File: src/rtl/opbomp_pipeline_sequencer_if.sv
// Handshake, control and status bundle between the OPBOMP pipeline sequencer and its neighbours.
// The slave side is the sequencer; the master side is whoever drives frames and consumes results.
interface opbomp_pipeline_sequencer_if #(
  parameter int PIPE_DEPTH = 4,
  parameter int TAG_WIDTH  = 8,
  parameter int CNT_WIDTH  = 16
);
  // valid/ready: a transfer happens on a rising clk edge where valid and ready are both high;
  // valid may not drop and its payload may not change until that transfer has happened.
  logic                  in_valid;
  logic                  in_ready;
  logic [TAG_WIDTH-1:0]  in_tag;
  logic                  flush;
  logic [PIPE_DEPTH-1:0] stage_en;
  logic                  ram_en;
  logic                  out_valid;
  logic                  out_ready;
  logic [TAG_WIDTH-1:0]  out_tag;
  logic                  busy;
  logic [CNT_WIDTH-1:0]  frame_count;
  logic [CNT_WIDTH-1:0]  stall_count;

  modport master (
    output in_valid, in_tag, flush, out_ready,
    input  in_ready, stage_en, ram_en, out_valid, out_tag, busy, frame_count, stall_count
  );

  modport slave (
    input  in_valid, in_tag, flush, out_ready,
    output in_ready, stage_en, ram_en, out_valid, out_tag, busy, frame_count, stall_count
  );
endinterface

File: src/rtl/opbomp_pipeline_sequencer.sv
// Valid/tag shift chain that sequences frames through the OPBOMP decoder stages and
// generates per-stage clock enables, the RAM read enable and delivery statistics.
module opbomp_pipeline_sequencer #(
  parameter int PIPE_DEPTH = 4,
  parameter int RAM_STAGE  = 2,
  parameter int TAG_WIDTH  = 8,
  parameter int CNT_WIDTH  = 16
) (
  input  logic clk,
  input  logic reset,
  opbomp_pipeline_sequencer_if.slave bus
);
  logic [PIPE_DEPTH-1:0] r_v;
  logic [TAG_WIDTH-1:0]  r_t [PIPE_DEPTH];
  logic [CNT_WIDTH-1:0]  r_frame_count;
  logic [CNT_WIDTH-1:0]  r_stall_count;

  logic                  w_stall;
  logic                  w_advance;
  logic                  w_out_fire;
  logic [PIPE_DEPTH-1:0] w_stage_en;

  assign w_stall    = r_v[PIPE_DEPTH-1] & ~bus.out_ready;
  assign w_advance  = ~w_stall & ~bus.flush;
  assign w_out_fire = r_v[PIPE_DEPTH-1] & bus.out_ready & ~bus.flush;

  // Only stages receiving a real frame are enabled, so bubbles never toggle datapath registers.
  always_comb begin
    w_stage_en = '0;
    if (w_advance && !reset) begin
      w_stage_en[0] = bus.in_valid;
      for (int i = 1; i < PIPE_DEPTH; i++) begin
        w_stage_en[i] = r_v[i-1];
      end
    end
  end

  always_ff @(posedge clk) begin
    if (reset) begin
      r_v           <= '0;
      r_frame_count <= '0;
      r_stall_count <= '0;
      for (int i = 0; i < PIPE_DEPTH; i++) begin
        r_t[i] <= '0;
      end
    end else begin
      if (bus.flush) begin
        r_v <= '0;
      end else if (w_advance) begin
        r_v <= {r_v[PIPE_DEPTH-2:0], bus.in_valid};
        // Tags follow their frame; bubble slots keep whatever tag they last held.
        if (bus.in_valid) begin
          r_t[0] <= bus.in_tag;
        end
        for (int i = 1; i < PIPE_DEPTH; i++) begin
          if (r_v[i-1]) begin
            r_t[i] <= r_t[i-1];
          end
        end
      end
      if (w_out_fire) begin
        r_frame_count <= r_frame_count + 1'b1;
      end
      if (w_stall && !bus.flush && !(&r_stall_count)) begin
        r_stall_count <= r_stall_count + 1'b1;
      end
    end
  end

  assign bus.in_ready    = w_advance;
  assign bus.stage_en    = w_stage_en;
  assign bus.ram_en      = w_stage_en[RAM_STAGE];
  assign bus.out_valid   = r_v[PIPE_DEPTH-1];
  assign bus.out_tag     = r_t[PIPE_DEPTH-1];
  assign bus.busy        = |r_v;
  assign bus.frame_count = r_frame_count;
  assign bus.stall_count = r_stall_count;
endmodule

File: src/flat_wrapper.sv
// flat-port wrapper written by rule: the top's interface ports become plain ports
module opbomp_pipeline_sequencer_flat 
#(
  parameter int PIPE_DEPTH = 4,
  parameter int RAM_STAGE  = 2,
  parameter int TAG_WIDTH  = 8,
  parameter int CNT_WIDTH  = 16
)
  (clk, reset, bus_in_valid, bus_in_tag, bus_flush, bus_out_ready, bus_in_ready, bus_stage_en, bus_ram_en, bus_out_valid, bus_out_tag, bus_busy, bus_frame_count, bus_stall_count);
  opbomp_pipeline_sequencer_if #(.PIPE_DEPTH(PIPE_DEPTH), .TAG_WIDTH(TAG_WIDTH), .CNT_WIDTH(CNT_WIDTH)) bus_i ();
  input  logic clk;
  input  logic reset;
  input wire logic [$bits(bus_i.in_valid)-1:0] bus_in_valid;
  input wire logic [$bits(bus_i.in_tag)-1:0] bus_in_tag;
  input wire logic [$bits(bus_i.flush)-1:0] bus_flush;
  input wire logic [$bits(bus_i.out_ready)-1:0] bus_out_ready;
  output wire logic [$bits(bus_i.in_ready)-1:0] bus_in_ready;
  output wire logic [$bits(bus_i.stage_en)-1:0] bus_stage_en;
  output wire logic [$bits(bus_i.ram_en)-1:0] bus_ram_en;
  output wire logic [$bits(bus_i.out_valid)-1:0] bus_out_valid;
  output wire logic [$bits(bus_i.out_tag)-1:0] bus_out_tag;
  output wire logic [$bits(bus_i.busy)-1:0] bus_busy;
  output wire logic [$bits(bus_i.frame_count)-1:0] bus_frame_count;
  output wire logic [$bits(bus_i.stall_count)-1:0] bus_stall_count;
  assign bus_i.in_valid = bus_in_valid;
  assign bus_i.in_tag = bus_in_tag;
  assign bus_i.flush = bus_flush;
  assign bus_i.out_ready = bus_out_ready;
  assign bus_in_ready = bus_i.in_ready;
  assign bus_stage_en = bus_i.stage_en;
  assign bus_ram_en = bus_i.ram_en;
  assign bus_out_valid = bus_i.out_valid;
  assign bus_out_tag = bus_i.out_tag;
  assign bus_busy = bus_i.busy;
  assign bus_frame_count = bus_i.frame_count;
  assign bus_stall_count = bus_i.stall_count;
  opbomp_pipeline_sequencer #(.PIPE_DEPTH(PIPE_DEPTH), .RAM_STAGE(RAM_STAGE), .TAG_WIDTH(TAG_WIDTH), .CNT_WIDTH(CNT_WIDTH)) u_core (.clk(clk), .reset(reset), .bus(bus_i));
endmodule
File: config.mk
export PLATFORM = sky130hd
export DESIGN_NAME = opbomp_pipeline_sequencer_flat
export DESIGN_NICKNAME = d
export VERILOG_FILES = /design/src/rtl/opbomp_pipeline_sequencer_if.sv /design/src/rtl/opbomp_pipeline_sequencer.sv /design/src/flat_wrapper.sv
export SDC_FILE = /design/constraint.sdc
export NUM_CORES = 1
export LEC_CHECK = 0
export BUFFER_PORTS_ARGS = -buffer_cell sky130_fd_sc_hd__buf_2
export CORE_ASPECT_RATIO = 2
export CORE_MARGIN = 10
export CORE_UTILIZATION = 26
export CTS_CLUSTER_DIAMETER = 50
export DETAILED_ROUTE_END_ITERATION = 10
export GPL_TIMING_DRIVEN = 1
export PLACE_DENSITY = 0.42
export SYNTH_ARGS = -nofsm -noshare
export SYNTH_HDL_FRONTEND = slang
export SYNTH_SLANG_ARGS = --single-unit
File: constraint.sdc
create_clock -name clk -period 1.55 [get_ports clk]
set_input_delay 0.0775 -clock clk [delete_from_list [all_inputs] [get_ports clk]]
set_output_delay 0.0775 -clock clk [all_outputs]
set_load 0.02 [all_outputs]
==> flow_metrics.py <==
metrics = {
    "pwr": {
        "max-vdd-ir-drop_v": 0.000510,
        "p_total_mw": 4.25,
        "power_density_nw_per_um2": 935,
        "p_leak_nw": 2.04,
    },
    "flow_run": {
        "drv_cap": 0,
    },
    "clock_tree": {
        "cts.sinks": 68,
        "cts_buffer_depth": 2,
        "numCtsBuffers": 9,
        "cts_tree": "yes",
        "clk-insertion-delay-late_ns": 0.33,
        "root_buffer": "clkbuf_16",
        "clk_pin_slew_worst_paths_ns": 0.06,
        "h-tree-depth": 3,
    },
    "critical_path": {
        "endpoint_kind": "register",
        "path_max_fanout": 6,
        "worstSetupPathType": "register to register",
        "cp-start-kind": "register",
        "arrival_ns": 1.88,
        "crit_required_ns": 1.81,
    },
    "yosys": {
        "synth_enable_flop_cells": 32,
        "synth_fa_ha_area_share_pct": 0.831,
        "synth_top_family_by_area": "simple AND/OR/NAND/NOR gates",
        "netlist_instances": 277,
        "synth_cell_type_count": 47,
        "synth-compound-area-share_pct": 8.19,
        "synthXorXnorAreaFrac_pct": 2.33,
        "synthFlopType": "dfxtp_1",
        "synth-simple-area-share_pct": 27.3,
        "ys.warnings.count": 0,
        "muxShareOfSynthArea_pct": 2.41,
        "netlist_area_um2": 3010,
        "synth.avg_cell_area_um2": 10.9,
        "async_flop_share_pct": 0,
        "synth_nets": 292,
        "yosysSeqAreaShare_pct": 55.9,
        "ys_ff_latch": 68,
    },
    "floorplanning": {
        "fp.dieW_um": 96.1,
        "dieArea_um2": 16500,
        "row_count": 55,
        "boundaryPins": 61,
        "die_h_um": 172,
        "core-area_um2": 11400,
        "initial_utilization_pct": 26.5,
    },
    "detailed_routing": {
        "drt_iter0_markers": 88,
        "drc": 0,
        "final_antenna_net_count": 0,
        "wl_um": 8430,
        "vias_per_cell": 4.73,
        "dr.pass1.iters": 4,
        "vias": 2572,
        "wl_per_cell_um": 15.5,
    },
    "grt": {
        "grt_pass1_vias": 2655,
        "grt_antenna_before_repair": 0,
        "grt_max_degree": 30,
        "gr-total-overflow": 0,
        "grt_pass1_wl_um": 13200,
        "grtUsageTotal_pct": 10.6,
    },
    "finish": {
        "area_growth_pct": 51.2,
        "layout-drive-gt1-share_pct": 51.2,
        "final_nets": 412,
        "n_antenna_cell": 0,
    },
    "worst_hold_path": {
        "min_path_type": "input port to register",
    },
    "placement": {
        "portBuffers": 60,
        "hpwlAfterDp_um": 6070,
        "dp_slack_ns": -0.0499,
        "gp_congestion": 0.771,
    },
    "sta": {
        "whs_ns": 0.0523,
        "fmax_mhz": 618,
        "fin_crit_sh_pct": 104,
        "layout_setup_ws_ns": -0.0687,
        "hold_violations": 0,
        "max-slew-margin-rel_pct": 67.4,
        "period_minus_slack_ns": 1.62,
        "worstMarginPinSlew_ns": 0.486,
        "finalSetupViolations": 13,
        "skew_ns": 0.00617,
        "grt_setup_unrepaired": "true",
        "slew_viol_final": 0,
    },
    "status": {
        "violations": "negative setup slack",
        "status": "complete, but fails checks",
    },
}
==> stage by stage <==
stage	utilization [%]	setup TNS, ns	cells	cell area, um^2
2_1_floorplan	-	-2.55	277	3120
3_3_place_gp	34.7	-0.0795	516	3940
3_5_place_dp	34.7	-0.173	516	3940
4_1_cts	39.5	-2.62	543	4480
5_1_grt	40.1	-1.46	544	4550
6_report	40.1	-0.320	544	4550
==> Yosys cell counts (2+ instances only) <==
cell type,instances,area share [%]
mux2i_1,5,1.7
o21ai_0,10,1.7
or3_1,7,1.5
and3_1,35,7.3
ha_1,2,0.83
clkbuf_1,11,1.4
xnor2_1,6,1.7
nand2b_1,2,0.42
nor2b_1,3,0.62
a21oi_1,18,3.0
nand2_1,11,1.4
mux2_2,2,0.75
or4_1,8,2.0
nor4_1,3,0.62
nand4_1,7,1.5
nor2_1,13,1.6
nand3_1,9,1.5
o31ai_1,7,1.7
nor3_1,9,1.5
inv_1,5,0.62
or3_2,3,0.75
and2_1,5,1.0
and4_1,2,0.58
xor2_1,2,0.58
dfxtp_1,36,24
a21o_1,4,1.0
edfxtp_1,32,32
==> logic make-up (layout without fill, tap and decap cells) <==
logic type	count (synthesis)	count (layout)
fa+ha+maj	2	2
flops	68	68
buf+inv	20	145
mux	7	7
compound gates	42	42
simple gates	130	130
xor+xnor	8	8
==> where the power goes <==
group,switching [mW],internal [mW],total [mW]
sequential,0.00919,1.89,1.90
clock,0.773,1.42,2.19
combinational,0.100,0.0639,0.164
==> worst max-delay path: stages, from the launching register on <==
cell and delay (ns):
dfxtp_4 0.37, buf_6 0.11, nand4b_4 0.09, or3_4 0.37, or4_4 0.49, a21oi_2 0.12
==> flip-flops by register name (all words and copies together), names as in the netlist <==
| signal | cells |
|---|---|
| u_core.r_t | 32 |
| u_core.bus.frame_count | 16 |
| u_core.bus.stall_count | 16 |
| u_core.r_v | 4 |
==> per-layer routing <==
metal | part of all wire, % | up-vias | GRT usage, % | routed length [um]
li1 | - | 1282 | - | -
met1 | 36 | 1226 | 10.0 | 3050
met2 | 57 | 46 | 19.6 | 4770
met3 | 4.1 | 18 | 2.61 | 343
met4 | 3.2 | 0 | 5.87 | 270
met5 | 0 | - | 0 | 0
==> cell usage in the layout (no fill, tap or decap), drive strengths merged, types with 2 or more instances in the layout <==
cell and instances:
or3 11, nand4 7, nor3b 2, a21o 4
clkbuf 11, xnor2 6, nor4 4, mux2i 5
nor2b 3, o31ai 7, and4 2, dfxtp 36
inv 6, nand2 11, or4 8, mux2 2
o21ai 10, edfxtp 32, ha 2, bufinv 2
nor3 9, nand2b 2, a21oi 18, and3 35
buf 124, and2 6, xor2 2, nand3 9
nor2 14
==> layout make-up <==
class	count	area, um^2
Clock inverter	5	85.1
Tap cell	142	178
Sequential cell	68	1750
Clock buffer	11	233
Timing Repair Buffer	124	856
Fill cell	1143	6800
Inverter	5	18.8
Multi-Input combinational cell	189	1430
==> worst paths after layout <==
check	from	to	slack [ns]	cells after the start
worst min register to register	u_core.bus.frame_count[15]$_SDFFE_PP0P_	u_core.bus.frame_count[15]$_SDFFE_PP0P_	0.49	2
worst min-delay path	bus_in_tag[2]	u_core.r_t[0][2]$_SDFFCE_PN0P_	0.05	2
worst max register to register	u_core.r_v[3]$_SDFFE_PP0P_	u_core.bus.frame_count[15]$_SDFFE_PP0P_	-0.07	5
worst max-delay path	u_core.r_v[3]$_SDFFE_PP0P_	u_core.bus.frame_count[15]$_SDFFE_PP0P_	-0.07	5
==> timing repair <==
action | CTS | global route
setup buffers | 9 | 3
gates cloned | 2 | 0
pin swaps | 9 | 11
setup endpoints to repair | 16 | 53
hold buffers | 0 | 0
resized for setup | 21 | 31
Power figures use the tool's default switching activity.
